## src/rtl/ahb3lite_pkg.sv

```systemverilog
// Shared AHB3-Lite encodings and the default-slave state type.
package ahb3lite_pkg;

    localparam logic [1:0] HTRANS_IDLE   = 2'b00;
    localparam logic [1:0] HTRANS_BUSY   = 2'b01;
    localparam logic [1:0] HTRANS_NONSEQ = 2'b10;
    localparam logic [1:0] HTRANS_SEQ    = 2'b11;

    localparam logic HRESP_OKAY  = 1'b0;
    localparam logic HRESP_ERROR = 1'b1;

    typedef enum logic [1:0] {
        StIdle,
        StErr1,
        StErr2
    } ds_state_e;

    // True for transfers that carry data and therefore demand a real response.
    function automatic logic trans_active(input logic [1:0] htrans);
        logic active;
        unique case (htrans)
            HTRANS_NONSEQ, HTRANS_SEQ: active = 1'b1;
            HTRANS_IDLE, HTRANS_BUSY:  active = 1'b0;
            default:                   active = 1'b0;
        endcase
        return active;
    endfunction

endpackage

```

## src/rtl/ahb3lite_default_slave.sv

```systemverilog
// Default slave for unmapped space: two-cycle ERROR response plus fault address/count logging.
module ahb3lite_default_slave #(
    parameter int unsigned HADDR_SIZE = 32,
    parameter int unsigned ERRCNT_W   = 16
) (
    input  logic                  HCLK,
    input  logic                  HRESET,
    input  logic                  HREADY,
    input  logic                  miss,
    input  logic [1:0]            HTRANS,
    input  logic [HADDR_SIZE-1:0] HADDR,
    output logic                  hreadyout,
    output logic                  hresp,
    output logic [HADDR_SIZE-1:0] err_addr,
    output logic [ERRCNT_W-1:0]   err_count
);

    import ahb3lite_pkg::*;

    ds_state_e             state_q, state_d;
    logic                  hreadyout_q, hreadyout_d;
    logic                  hresp_q, hresp_d;
    logic [HADDR_SIZE-1:0] err_addr_q, err_addr_d;
    logic [ERRCNT_W-1:0]   err_count_q, err_count_d;
    logic                  fault;

    assign fault = HREADY && miss && trans_active(HTRANS);

    always_comb begin
        state_d     = state_q;
        err_addr_d  = err_addr_q;
        err_count_d = err_count_q;

        unique case (state_q)
            StIdle:  if (fault) state_d = StErr1;
            StErr1:  state_d = StErr2;
            StErr2:  state_d = fault ? StErr1 : StIdle;
            default: state_d = StIdle;
        endcase

        // Entering ERR1 only ever happens on a freshly sampled fault.
        if (state_d == StErr1) begin
            err_addr_d = HADDR;
            if (err_count_q != '1) begin
                err_count_d = err_count_q + 1'b1;
            end
        end

        unique case (state_d)
            StErr1: begin
                hreadyout_d = 1'b0;
                hresp_d     = HRESP_ERROR;
            end
            StErr2: begin
                hreadyout_d = 1'b1;
                hresp_d     = HRESP_ERROR;
            end
            default: begin
                hreadyout_d = 1'b1;
                hresp_d     = HRESP_OKAY;
            end
        endcase
    end

    always_ff @(posedge HCLK or posedge HRESET) begin
        if (HRESET) begin
            state_q     <= StIdle;
            hreadyout_q <= 1'b1;
            hresp_q     <= HRESP_OKAY;
            err_addr_q  <= '0;
            err_count_q <= '0;
        end else begin
            state_q     <= state_d;
            hreadyout_q <= hreadyout_d;
            hresp_q     <= hresp_d;
            err_addr_q  <= err_addr_d;
            err_count_q <= err_count_d;
        end
    end

    assign hreadyout = hreadyout_q;
    assign hresp     = hresp_q;
    assign err_addr  = err_addr_q;
    assign err_count = err_count_q;

endmodule

```

## src/rtl/ahb3lite_slave_mux_n.sv

```systemverilog
// AHB3-Lite address decoder and data-phase response mux for NUM_SLAVES slaves plus a default slave.
module ahb3lite_slave_mux_n #(
    parameter int unsigned                        HADDR_SIZE = 32,
    parameter int unsigned                        HDATA_SIZE = 32,
    parameter int unsigned                        NUM_SLAVES = 2,
    parameter logic [NUM_SLAVES*HADDR_SIZE-1:0]   SLV_BASE   = {32'h1000_0000, 32'h0000_0000},
    parameter logic [NUM_SLAVES*HADDR_SIZE-1:0]   SLV_MASK   = {32'hF000_0000, 32'hFFFF_0000},
    parameter int unsigned                        ERRCNT_W   = 16
) (
    input  logic                            HCLK,
    input  logic                            HRESET,
    input  logic                            HSEL,
    input  logic [HADDR_SIZE-1:0]           HADDR,
    input  logic [HDATA_SIZE-1:0]           HWDATA,
    input  logic                            HWRITE,
    input  logic [2:0]                      HSIZE,
    input  logic [2:0]                      HBURST,
    input  logic [3:0]                      HPROT,
    input  logic [1:0]                      HTRANS,
    input  logic                            HREADY,
    output logic                            HREADYOUT,
    output logic                            HRESP,
    output logic [HDATA_SIZE-1:0]           HRDATA,
    output logic [NUM_SLAVES-1:0]           s_hsel,
    output logic [HADDR_SIZE-1:0]           s_haddr,
    output logic [HDATA_SIZE-1:0]           s_hwdata,
    output logic                            s_hwrite,
    output logic [2:0]                      s_hsize,
    output logic [2:0]                      s_hburst,
    output logic [3:0]                      s_hprot,
    output logic [1:0]                      s_htrans,
    output logic                            s_hready,
    input  logic [NUM_SLAVES*HDATA_SIZE-1:0] s_hrdata,
    input  logic [NUM_SLAVES-1:0]           s_hreadyout,
    input  logic [NUM_SLAVES-1:0]           s_hresp,
    output logic [HADDR_SIZE-1:0]           err_addr,
    output logic [ERRCNT_W-1:0]             err_count
);

    import ahb3lite_pkg::*;

    logic [NUM_SLAVES-1:0] hit;
    logic [NUM_SLAVES-1:0] winner;
    logic                  miss;

    logic [NUM_SLAVES-1:0] dsel_slv_q, dsel_slv_d;
    logic                  dsel_def_q, dsel_def_d;
    logic                  dsel_none_q, dsel_none_d;

    logic                  ds_hreadyout;
    logic                  ds_hresp;

    always_comb begin
        for (int i = 0; i < NUM_SLAVES; i++) begin
            hit[i] = HSEL && ((HADDR & SLV_MASK[i*HADDR_SIZE +: HADDR_SIZE])
                              == SLV_BASE[i*HADDR_SIZE +: HADDR_SIZE]);
        end
    end

    // Isolate the lowest set bit so overlapping regions resolve to the lowest index.
    assign winner = hit & (~hit + 1'b1);
    assign miss   = HSEL && (hit == '0);

    always_comb begin
        dsel_slv_d  = dsel_slv_q;
        dsel_def_d  = dsel_def_q;
        dsel_none_d = dsel_none_q;
        if (HREADY) begin
            dsel_slv_d  = winner;
            dsel_def_d  = miss;
            dsel_none_d = !HSEL;
        end
    end

    always_ff @(posedge HCLK or posedge HRESET) begin
        if (HRESET) begin
            dsel_slv_q  <= '0;
            dsel_def_q  <= 1'b0;
            dsel_none_q <= 1'b1;
        end else begin
            dsel_slv_q  <= dsel_slv_d;
            dsel_def_q  <= dsel_def_d;
            dsel_none_q <= dsel_none_d;
        end
    end

    ahb3lite_default_slave #(
        .HADDR_SIZE (HADDR_SIZE),
        .ERRCNT_W   (ERRCNT_W)
    ) u_default_slave (
        .HCLK      (HCLK),
        .HRESET    (HRESET),
        .HREADY    (HREADY),
        .miss      (miss),
        .HTRANS    (HTRANS),
        .HADDR     (HADDR),
        .hreadyout (ds_hreadyout),
        .hresp     (ds_hresp),
        .err_addr  (err_addr),
        .err_count (err_count)
    );

    always_comb begin
        HRDATA    = '0;
        HREADYOUT = 1'b1;
        HRESP     = HRESP_OKAY;
        if (!dsel_none_q) begin
            if (dsel_def_q) begin
                HREADYOUT = ds_hreadyout;
                HRESP     = ds_hresp;
            end else begin
                for (int i = 0; i < NUM_SLAVES; i++) begin
                    if (dsel_slv_q[i]) begin
                        HRDATA    = s_hrdata[i*HDATA_SIZE +: HDATA_SIZE];
                        HREADYOUT = s_hreadyout[i];
                        HRESP     = s_hresp[i];
                    end
                end
            end
        end
    end

    assign s_hsel   = winner;
    assign s_haddr  = HADDR;
    assign s_hwdata = HWDATA;
    assign s_hwrite = HWRITE;
    assign s_hsize  = HSIZE;
    assign s_hburst = HBURST;
    assign s_hprot  = HPROT;
    assign s_htrans = HTRANS;
    assign s_hready = HREADY;

endmodule

```

## config.mk

```make
export PLATFORM = sky130hd
export DESIGN_NAME = ahb3lite_slave_mux_n
export DESIGN_NICKNAME = d
export VERILOG_FILES = /design/src/rtl/ahb3lite_pkg.sv /design/src/rtl/ahb3lite_default_slave.sv /design/src/rtl/ahb3lite_slave_mux_n.sv
export SDC_FILE = /design/constraint.sdc
export NUM_CORES = 1
export LEC_CHECK = 0
export ABC_AREA = 1
export ABC_CLOCK_PERIOD_IN_PS = 2350
export CAP_MARGIN = 30
export CORE_AREA = 5 5 117 119
export CTS_CLUSTER_DIAMETER = 100
export CTS_CLUSTER_SIZE = 10
export DETAILED_ROUTE_END_ITERATION = 8
export DIE_AREA = 0 0 122 124
export DONT_BUFFER_PORTS = 1
export GPL_TIMING_DRIVEN = 0
export PLACE_DENSITY = 0.51
export REMOVE_ABC_BUFFERS = 1
export SETUP_SLACK_MARGIN = 0.5
export SYNTH_ARGS = -nofsm -noshare
export SYNTH_HDL_FRONTEND = slang
export SYNTH_SLANG_ARGS = --single-unit
```

## constraint.sdc

```tcl
create_clock -name HCLK -period 2.35 [get_ports HCLK]
set_input_delay 0.47 -clock HCLK [delete_from_list [all_inputs] [get_ports HCLK]]
set_output_delay 0.47 -clock HCLK [all_outputs]
set_load 0.005 [all_outputs]
```

==> out/metrics.csv, run 1 <==
metric;value;unit
Final #Nets;571;
RSZ-0062 raised after global routing;yes;
cts bufs inserted;5;
NetSw;779;µW
Synth Cell Area;0.00364;mm²
# rows;41;
Placer Congestion;0.826;
Pleak;1.63;nW
met3 global-route usage;0.123;
final clock skew;7.42;ps
status;finished clean;
maximum vdd drop;0.410;mV
cell family with most CP delay;flip-flops;
power per cell area;709;mW/mm²
clock slew at reported path FFs;70;ps
CP Buf/Inv Count;3;
# Max-Cap Violations;0;
cell at the slowest stage of the critical path;dfrtp_4;
first-pass GRT wire length;18.0;mm
Syn. warnings;0;
crit path kind;reg -> out;
Post-Syn Area per Cell;7.42;µm²
crit-path max FO;11;
Clock power frac;0.365;
Wirelength per Cell;22.1;µm
die height;124;µm
number of synthesized flops with an enable pin;0;
Final Power;2.67;mW
via count;2950;
IO Count;311;
fmax;519;MHz
#FFs+latches synth;56;
Critical Path Source;dsel_slv_q[1]$_DFFE_PP0P_;
CTS Hold Bufs;0;
GRT met2 Usage;0.254;
Top FF cell, synth;dfrtp_1;
diodes inserted;0;
grt ovf;0;
DP HPWL;10.1;mm
All-Layer GR Usage;0.163;
largest net degree at the start of global routing;33;
clock sinks;56;
WP data arrival;1460;ps
number of setup violations in the final report;0;
commonest non-fill, non-tap cell in the layout;nand2_1;
number of port buffers;0;
Internal;1.89;mW
commonest cells after routing, fill and taps aside;156 x nand2_1, 52 x dfrtp_1, 49 x nor2_1, 24 x inv_1, 22 x a22oi_1;
worst-skew pair later-pin latency;300;ps
Yosys cell types;30;
Slew HR;0.600;
share of post-route cells with drive strength above 1;0.185;
area growth from synthesis to layout;3.26;%
total negative slack;0;ps
first-pass iteration count of the detailed router;4;
post-route ant nets;0;
global routing usage on met1;0.168;
Final min period;1930;ps
Residual DRC;0;
Die Wd;122;µm
global routing's busiest layer;met2;
reg-to-reg setup timing slack;630;ps
sequential fraction of the synthesis area;0.386;
final wirelength;13.1;mm
initial antenna violation count;0;
CP Capture Type;output port;
die area;0.0151;mm²
CTS tree;built;
initial drt markers;101;
via density per instance;4.97;
CTS Root Cell;clkbuf_16;
Hold WC Path Type;in -> async;
critical path, cell by cell;inv_4 > nand2_8 > clkinvlp_4 > buf_8 > a22oi_1 > nor2_1;
number of global-route vias before repair;2917;
Least-Margin Pin Slew;599;ps
fin. max-slew vios;0;
Worst R2R Start;u_default_slave.err_count[0]$_DFFE_PP0P_;
clock buffer depth;2;
Initial Utilization;0.292;
fin crit share;0.820;
core box area;0.0125;mm²
Mapped Cells;491;
Req. time, crit path;1880;ps
Comb power frac;0.138;
asr flop ratio synth;1.00;
Startpoint Class;flip-flop;
sequential cell fraction of total power;0.497;
Switching Share;0.292;
Fillers;1349;
max incr delay on CP;500;ps
htree depth;2;
final hold vios;0;
cell usage after synthesis, types with 2 or more instances:
master	number	area (µm²)
buf_2	7	35.0
clkbuf_1	9	33.8
nand4_1	5	31.3
inv_1	30	113
a22oi_1	32	240
dfstp_2	2	52.6
nor2_4	2	22.5
a21oi_1	3	15.0
xnor2_1	3	26.3
o21ai_0	15	75.1
nor2_1	57	214
ha_1	2	25.0
xor2_1	2	17.5
nor2_2	2	12.5
o21ai_2	5	43.8
nand2_1	160	601
dfrtp_1	54	1350
buf_6	2	22.5
nand3_1	10	50.1
buf_4	78	586
nand2_2	2	12.5
final timing paths:
path,end,cells past startpoint
setup / recovery,HRDATA[0],6
hold / removal,u_default_slave.err_addr[12]$_DFFE_PP0N_,1
setup reg to reg,u_default_slave.err_count[2]$_DFFE_PP0P_,7
hold reg to reg,u_default_slave.state_q[1]$_DFF_PP0_,1
max in group asynchronous,u_default_slave.err_count[6]$_DFFE_PP0P_,2
min in group HCLK,dsel_slv_q[1]$_DFFE_PP0P_,1
per-stage QoR:
step	instance area, µm²	hold slack (ps)	setup slack [ps]	util	std cells
after global placement	3180	398	-1680	0.255	566
after CTS	3660	131	403	0.294	593
after detailed placement	3240	398	-925	0.260	569
after global routing	3760	155	343	0.302	593
after floorplan	2960	389	-412	-	394
final	3760	120	422	0.302	593
sequential cells by signal, indices dropped and copies added (netlist names):
| signal | cells |
|---|---|
| u_default_slave.state_q | 2 |
| dsel_slv_q | 2 |
| u_default_slave.err_count | 16 |
| u_default_slave.hreadyout | 1 |
| dsel_none_q | 1 |
| u_default_slave.err_addr | 32 |
| u_default_slave.hresp | 1 |
| dsel_def_q | 1 |
cell families (layout without fill, tap and decap cells):
group           after synthesis  count (layout)  share of synthesized area
flops                        56              56                      0.386
buf+inv                     128              58                      0.219
xor+xnor                      5               5                     0.0120
simple gates                242             242                      0.268
fa+ha+maj                     2               2                    0.00687
compound gates               58              58                      0.109
layout make-up:
class | instances | area (µm²) | area share
timing repair buffer | 18 | 223 | 0.0592
clock inverter | 2 | 60.1 | 0.0160
inverter | 31 | 126 | 0.0336
tap | 172 | 215 | 0.0572
timing repair inverter | 1 | 7.51 | 0.00200
multi-input combinational | 307 | 1590 | 0.423
sequential | 56 | 1410 | 0.375
clock buffer | 6 | 129 | 0.0343
per-layer routing:
| layer | share of wire | routed length [µm] |
|---|---|---|
| met1 | 0.36 | 4670 |
| met2 | 0.45 | 5890 |
| met3 | 0.17 | 2160 |
| met4 | 0.019 | 243 |
| met5 | 0.010 | 134 |
power by group through the flow:
stage / Sequential [mW] / Combinational, mW / Clock (mW)
2_1_floorplan: 1.28 / 0.270 / 0
3_3_place_gp: 1.34 / 0.316 / 0
3_5_place_dp: 1.35 / 0.343 / 0
4_1_cts: 1.33 / 0.369 / 1.02
5_1_grt: 1.35 / 0.426 / 1.05
6_report: 1.32 / 0.368 / 0.974
repair_timing:
action | CTS | global route
setup buffers | 14 | 0
pin swaps | 11 | 15
gates cloned | 2 | 0
gates resized for setup | 31 | 23
setup endpoints to repair | 83 | 59
No activity file was read; power rests on OpenSTA's default activity.
==> run 2, diff against run 1 <==
--- a/config.mk
+++ b/config.mk
@@ -6,16 +6,16 @@
 export NUM_CORES = 1
 export LEC_CHECK = 0
 export ABC_AREA = 1
-export ABC_CLOCK_PERIOD_IN_PS = 2350
+export ABC_CLOCK_PERIOD_IN_PS = 1600
 export CAP_MARGIN = 30
-export CORE_AREA = 5 5 117 119
+export CORE_AREA = 5 5 116 118
 export CTS_CLUSTER_DIAMETER = 100
 export CTS_CLUSTER_SIZE = 10
 export DETAILED_ROUTE_END_ITERATION = 8
-export DIE_AREA = 0 0 122 124
+export DIE_AREA = 0 0 121 123
 export DONT_BUFFER_PORTS = 1
 export GPL_TIMING_DRIVEN = 0
-export PLACE_DENSITY = 0.51
+export PLACE_DENSITY = 0.53
 export REMOVE_ABC_BUFFERS = 1
 export SETUP_SLACK_MARGIN = 0.5
 export SYNTH_ARGS = -nofsm -noshare
==> constraint.sdc (replaced) <==
create_clock -name HCLK -period 1.6 [get_ports HCLK]
set_input_delay 0.32 -clock HCLK [delete_from_list [all_inputs] [get_ports HCLK]]
set_output_delay 0.32 -clock HCLK [all_outputs]
set_load 0.005 [all_outputs]
==> run 2 against run 1 <==
Against the previous run: the run now ends with hold timing, setup timing left; first-iteration DRC count unchanged; worst setup slack got worse by 570 ps; power increased by 47%; wire length increased by 6.5%; cell area increased by 16%; clock power increased by 15%; non-clock buffer count increased by 22; via count increased by 3.7%; cell count increased by 3.7%; combinational power increased by 110%; die area decreased by 1.6%; critical endpoint is now HRDATA[1]; largest power group unchanged; highest routed layer unchanged.
==> out/metrics.csv, run 2 (same netlist as run 1, synthesis figures left out) <==
metric;value;unit
status;finished with violations;
violated checks;hold timing, setup timing;
# Max-Cap Violations;0;
clock slew at reported path FFs;70;ps
total negative slack;-5250;ps
RSZ-0062 raised after global routing;yes;
final wirelength;14.0;mm
Startpoint Class;flip-flop;
final hold vios;19;
CP Capture Type;output port;
fmax;572;MHz
Worst R2R Start;u_default_slave.state_q[0]$_DFF_PP0_;
post-layout util;0.354;
first-pass iteration count of the detailed router;4;
initial antenna violation count;0;
max FFs per register;32;
crit path kind;reg -> out;
largest net degree at the start of global routing;36;
FF-to-FF End;u_default_slave.err_count[4]$_DFFE_PP0P_;
Top Layer Used;met5;
Final #Nets;593;
Final min period;1750;ps
Fillers;1270;
number of global-route vias before repair;2995;
DP HPWL;9.83;mm
power per cell area;894;mW/mm²
CTS Root Cell;clkbuf_16;
Slew HR;0.651;
Final Power;3.91;mW
commonest non-fill, non-tap cell in the layout;nand2_1;
htree depth;2;
crit-path max FO;17;
cts bufs inserted;5;
die area;0.0149;mm²
core box area;0.0124;mm²
clock sinks;56;
Residual DRC;0;
number of port buffers;0;
grt ovf;0;
Cell Count, Final, Fillers Out;615;
Placer Congestion;0.806;
WP data arrival;1430;ps
fin crit share;1.09;
die height;123;µm
fin. max-slew vios;0;
All-Layer GR Usage;0.174;
clock buffer depth;2;
via count;3058;
worst-skew pair later-pin latency;300;ps
DR WL met2;6.61;mm
Hold WS;-63.4;ps
Pleak;1.83;nW
area growth from synthesis to layout;20.2;%
final clock skew;8.48;ps
Least-Margin Pin Slew;523;ps
reg2reg path depth;11;
Hold WC Path Type;in -> async;
diodes inserted;0;
final setup margin;-148;ps
wl on met1;5.18;mm
Die Wd;121;µm
maximum vdd drop;0.609;mV
placed insts;569;
number of setup violations in the final report;49;
reg-to-reg setup timing slack;-130;ps
Initial Utilization;0.295;
# rows;41;
post-route ant nets;0;
Wirelength per Cell;22.7;µm
IO Count;311;
initial drt markers;101;
met3 WL;2.04;mm
CTS tree;built;
commonest cells after routing, fill and taps aside;102 x nand2_1, 49 x nand2_2, 48 x nor2_1, 37 x dfrtp_1, 26 x a22oi_1;
first-pass GRT wire length;19.1;mm
Req. time, crit path;1280;ps
share of post-route cells with drive strength above 1;0.404;
via density per instance;4.97;
## run 2: changes by cell type in the layout (fill, tap and decap cells not counted), moves of 9 or more
cell | previous run | this run
nand2_4 | 2 | 12
nand2_1 | 156 | 102
buf_6 | 6 | 15
nand2_2 | 4 | 49
o21ai_0 | 15 | 6
dfrtp_2 | 1 | 16
dfrtp_1 | 52 | 37
## run 2: final cells by class
class                      instances  area, µm²  area share
clock buffer                       6        129      0.0294
clock inverter                     2       12.5     0.00286
inverter                          31        200      0.0457
multi-input combinational        307       1820       0.416
sequential                        56       1430       0.326
tap                              172        215      0.0492
timing repair buffer              40        564       0.129
timing repair inverter             1       7.51     0.00172
## run 2: power breakdown
part,internal [mW],switching (mW)
Sequential,1.67,0.349
Clock,0.581,0.539
Combinational,0.376,0.397
Total,2.63,1.28
## run 2: worst max-delay path, cell delays in order (launching register included)
cell	delay, ps
dfrtp_4	500
buf_6	180
buf_6	170
a22oi_1	190
nor2_1	80
## run 2: worst max path at each step
stage	start	end	cells after the start
after global placement	HADDR[26]	u_default_slave.err_count[9]$_DFFE_PP0P_	10
after floorplan	HADDR[29]	u_default_slave.err_count[11]$_DFFE_PP0P_	10
after detailed placement	HADDR[26]	u_default_slave.err_count[11]$_DFFE_PP0P_	12
after global routing	HADDR[29]	u_default_slave.err_count[4]$_DFFE_PP0P_	14
final	dsel_slv_q[1]$_DFFE_PP0P_	HRDATA[1]	4
after CTS	dsel_slv_q[1]$_DFFE_PP0P_	HRDATA[16]	6
## run 2: metal layers
metal,track usage,up-vias
met4,0.0305,4
met1,0.193,1434
met2,0.278,230
li1,-,1382
met5,0.0521,-
met3,0.118,8
## run 2: timing repair
item                                   CTS  global route
buffers inserted                        26             5
pin swaps                               22            12
setup endpoints to repair               99           102
gates resized for setup                145            50
cloned                                   5             2
endpoints found under the hold margin   19            19
## run 2: per-stage QoR
step                hold slack [ps]  area, µm²  worst slack, ps
finish                        -63.4       4380             -148
global route                  -33.0       4380             -218
CTS                           -58.5       4110             -138
detailed placement              272       3240            -1570
global placement                398       3180            -2290
floorplan                       389       2960            -1010
==> run 3, diff against run 2 <==
--- a/config.mk
+++ b/config.mk
@@ -17,7 +17,7 @@
 export GPL_TIMING_DRIVEN = 0
 export PLACE_DENSITY = 0.53
 export REMOVE_ABC_BUFFERS = 1
-export SETUP_SLACK_MARGIN = 0.5
+export SLEW_MARGIN = 30
 export SYNTH_ARGS = -nofsm -noshare
 export SYNTH_HDL_FRONTEND = slang
 export SYNTH_SLANG_ARGS = --single-unit
==> run 3 against run 2 <==
Against the previous run: the flow finishes with violations (setup timing); via count down 2.2%; global-route usage shrank 0.38 points; clock power barely moved; first-iteration DRC count is 9.9% higher; critical endpoint is now HRDATA[25].
==> out/metrics.csv, run 3 (same netlist as run 1, synthesis figures left out) <==
metric;value;unit
All-Layer GR Usage;0.170;
clock buffer depth;2;
number of setup violations in the final report;33;
final hold vios;0;
number of global-route vias before repair;2846;
CTS tree;built;
total negative slack;-4020;ps
area growth from synthesis to layout;5.29;%
reg-to-reg setup timing slack;120;ps
commonest cells after routing, fill and taps aside;156 x nand2_1, 51 x dfrtp_1, 49 x nor2_1, 26 x inv_1, 17 x a22oi_1;
crit path kind;reg -> out;
clock sinks;56;
Residual DRC;0;
initial antenna violation count;0;
via count;2990;
# Max-Cap Violations;0;
CP Capture Type;output port;
first-pass iteration count of the detailed router;5;
RSZ-0062 raised after global routing;yes;
Req. time, crit path;1280;ps
final setup margin;-152;ps
number of port buffers;0;
Slew HR;0.776;
Wirelength per Cell;22.5;µm
cell at the slowest stage of the critical path;dfrtp_4;
worst-skew pair later-pin latency;300;ps
share of post-route cells with drive strength above 1;0.208;
core box area;0.0124;mm²
WP data arrival;1430;ps
Final min period;1750;ps
grt ovf;0;
commonest non-fill, non-tap cell in the layout;nand2_1;
Final #Nets;578;
post-route ant nets;0;
Setup WS pre-CTS;-1370;ps
Final Power;3.66;mW
largest net degree at the start of global routing;36;
Least-Margin Pin Slew;336;ps
initial drt markers;111;
Placer Congestion;0.806;
cell family with most CP delay;flip-flops;
status;finished with violations;
fin. max-slew vios;0;
die height;123;µm
Hold WS;127;ps
IO Count;311;
final wirelength;13.5;mm
Initial Utilization;0.295;
fin crit share;1.09;
CP Buf/Inv Count;3;
die area;0.0149;mm²
Startpoint Class;flip-flop;
Hold WC Path Type;in -> reg;
first-pass GRT wire length;18.5;mm
htree depth;2;
violated checks;setup timing;
critical path, cell by cell;inv_4 > nand2_8 > clkinvlp_4 > buf_12 > a22oi_1 > nor2_1;
final clock skew;6.60;ps
max incr delay on CP;510;ps
via density per instance;4.98;
post-layout util;0.310;
# rows;41;
CTS Root Cell;clkbuf_16;
Die Wd;121;µm
max FFs per register;32;
DP HPWL;9.57;mm
power per cell area;955;mW/mm²
fmax;571;MHz
cts bufs inserted;5;
crit-path max FO;17;
clock slew at reported path FFs;70;ps
maximum vdd drop;0.548;mV
diodes inserted;0;
Pleak;1.65;nW
## run 3: worst paths after layout
path	startpoint	end	cells past startpoint
worst max-delay path	dsel_slv_q[1]$_DFFE_PP0P_	HRDATA[25]	6
worst min-delay path	HREADY	dsel_def_q$_DFFE_PP0P_	1
worst max register to register	u_default_slave.err_count[0]$_DFFE_PP0P_	u_default_slave.err_count[11]$_DFFE_PP0P_	9
worst min register to register	u_default_slave.state_q[1]$_DFF_PP0_	u_default_slave.state_q[1]$_DFF_PP0_	1
max in group asynchronous	HRESET	u_default_slave.err_count[0]$_DFFE_PP0P_	3
min in group asynchronous	HRESET	u_default_slave.err_addr[0]$_DFFE_PP0N_	2
## run 3: timing repair
action | in CTS | in global routing
hold buffers | 1 | 0
gates resized for setup | 35 | 26
hold endpoints to repair | 19 | 0
pin swaps | 8 | 14
cloned | 4 | 0
buffers inserted | 15 | 5
setup endpoints to repair | 83 | 66
## run 3: layout make-up
type	instances	area, µm²
fillers	1310	8530
multi-input cells	307	1640
flip-flops and latches	56	1410
repair buffers	22	254
well taps	172	215
inverters	31	138
clock buffers	6	129
repair inverters	4	35.0
clock inverters	2	12.5
## run 3: worst register-to-register path, cell delays in order (launching register included)
cell and delay (ps):
dfrtp_2 460, ha_4 170, nand3_2 110, inv_2 90, nand2_4 60, nor2_4 120, nor2_4 50, buf_4 160
nand2_1 70, o21ai_0 70
## run 3: stage by stage
step / std cells / area, µm²
floorplan: 394 / 2960
global placement: 566 / 3180
detailed placement: 567 / 3200
CTS: 595 / 3670
global route: 600 / 3830
finish: 600 / 3830
## run 3: per-layer routing
| layer | global-route usage | wire length (µm) | part of all wire | up-vias |
|---|---|---|---|---|
| met5 | 0.0764 | 108 | 0.0080 | - |
| met4 | 0.0326 | 109 | 0.0081 | 4 |
| met3 | 0.105 | 1890 | 0.14 | 17 |
| met2 | 0.264 | 6210 | 0.46 | 226 |
| met1 | 0.197 | 5190 | 0.38 | 1403 |
| li1 | - | - | - | 1340 |
## run 3: power by group
group	internal, mW	switching [mW]
combinational	0.251	0.347
sequential	1.66	0.292
clock	0.580	0.528
total	2.49	1.17
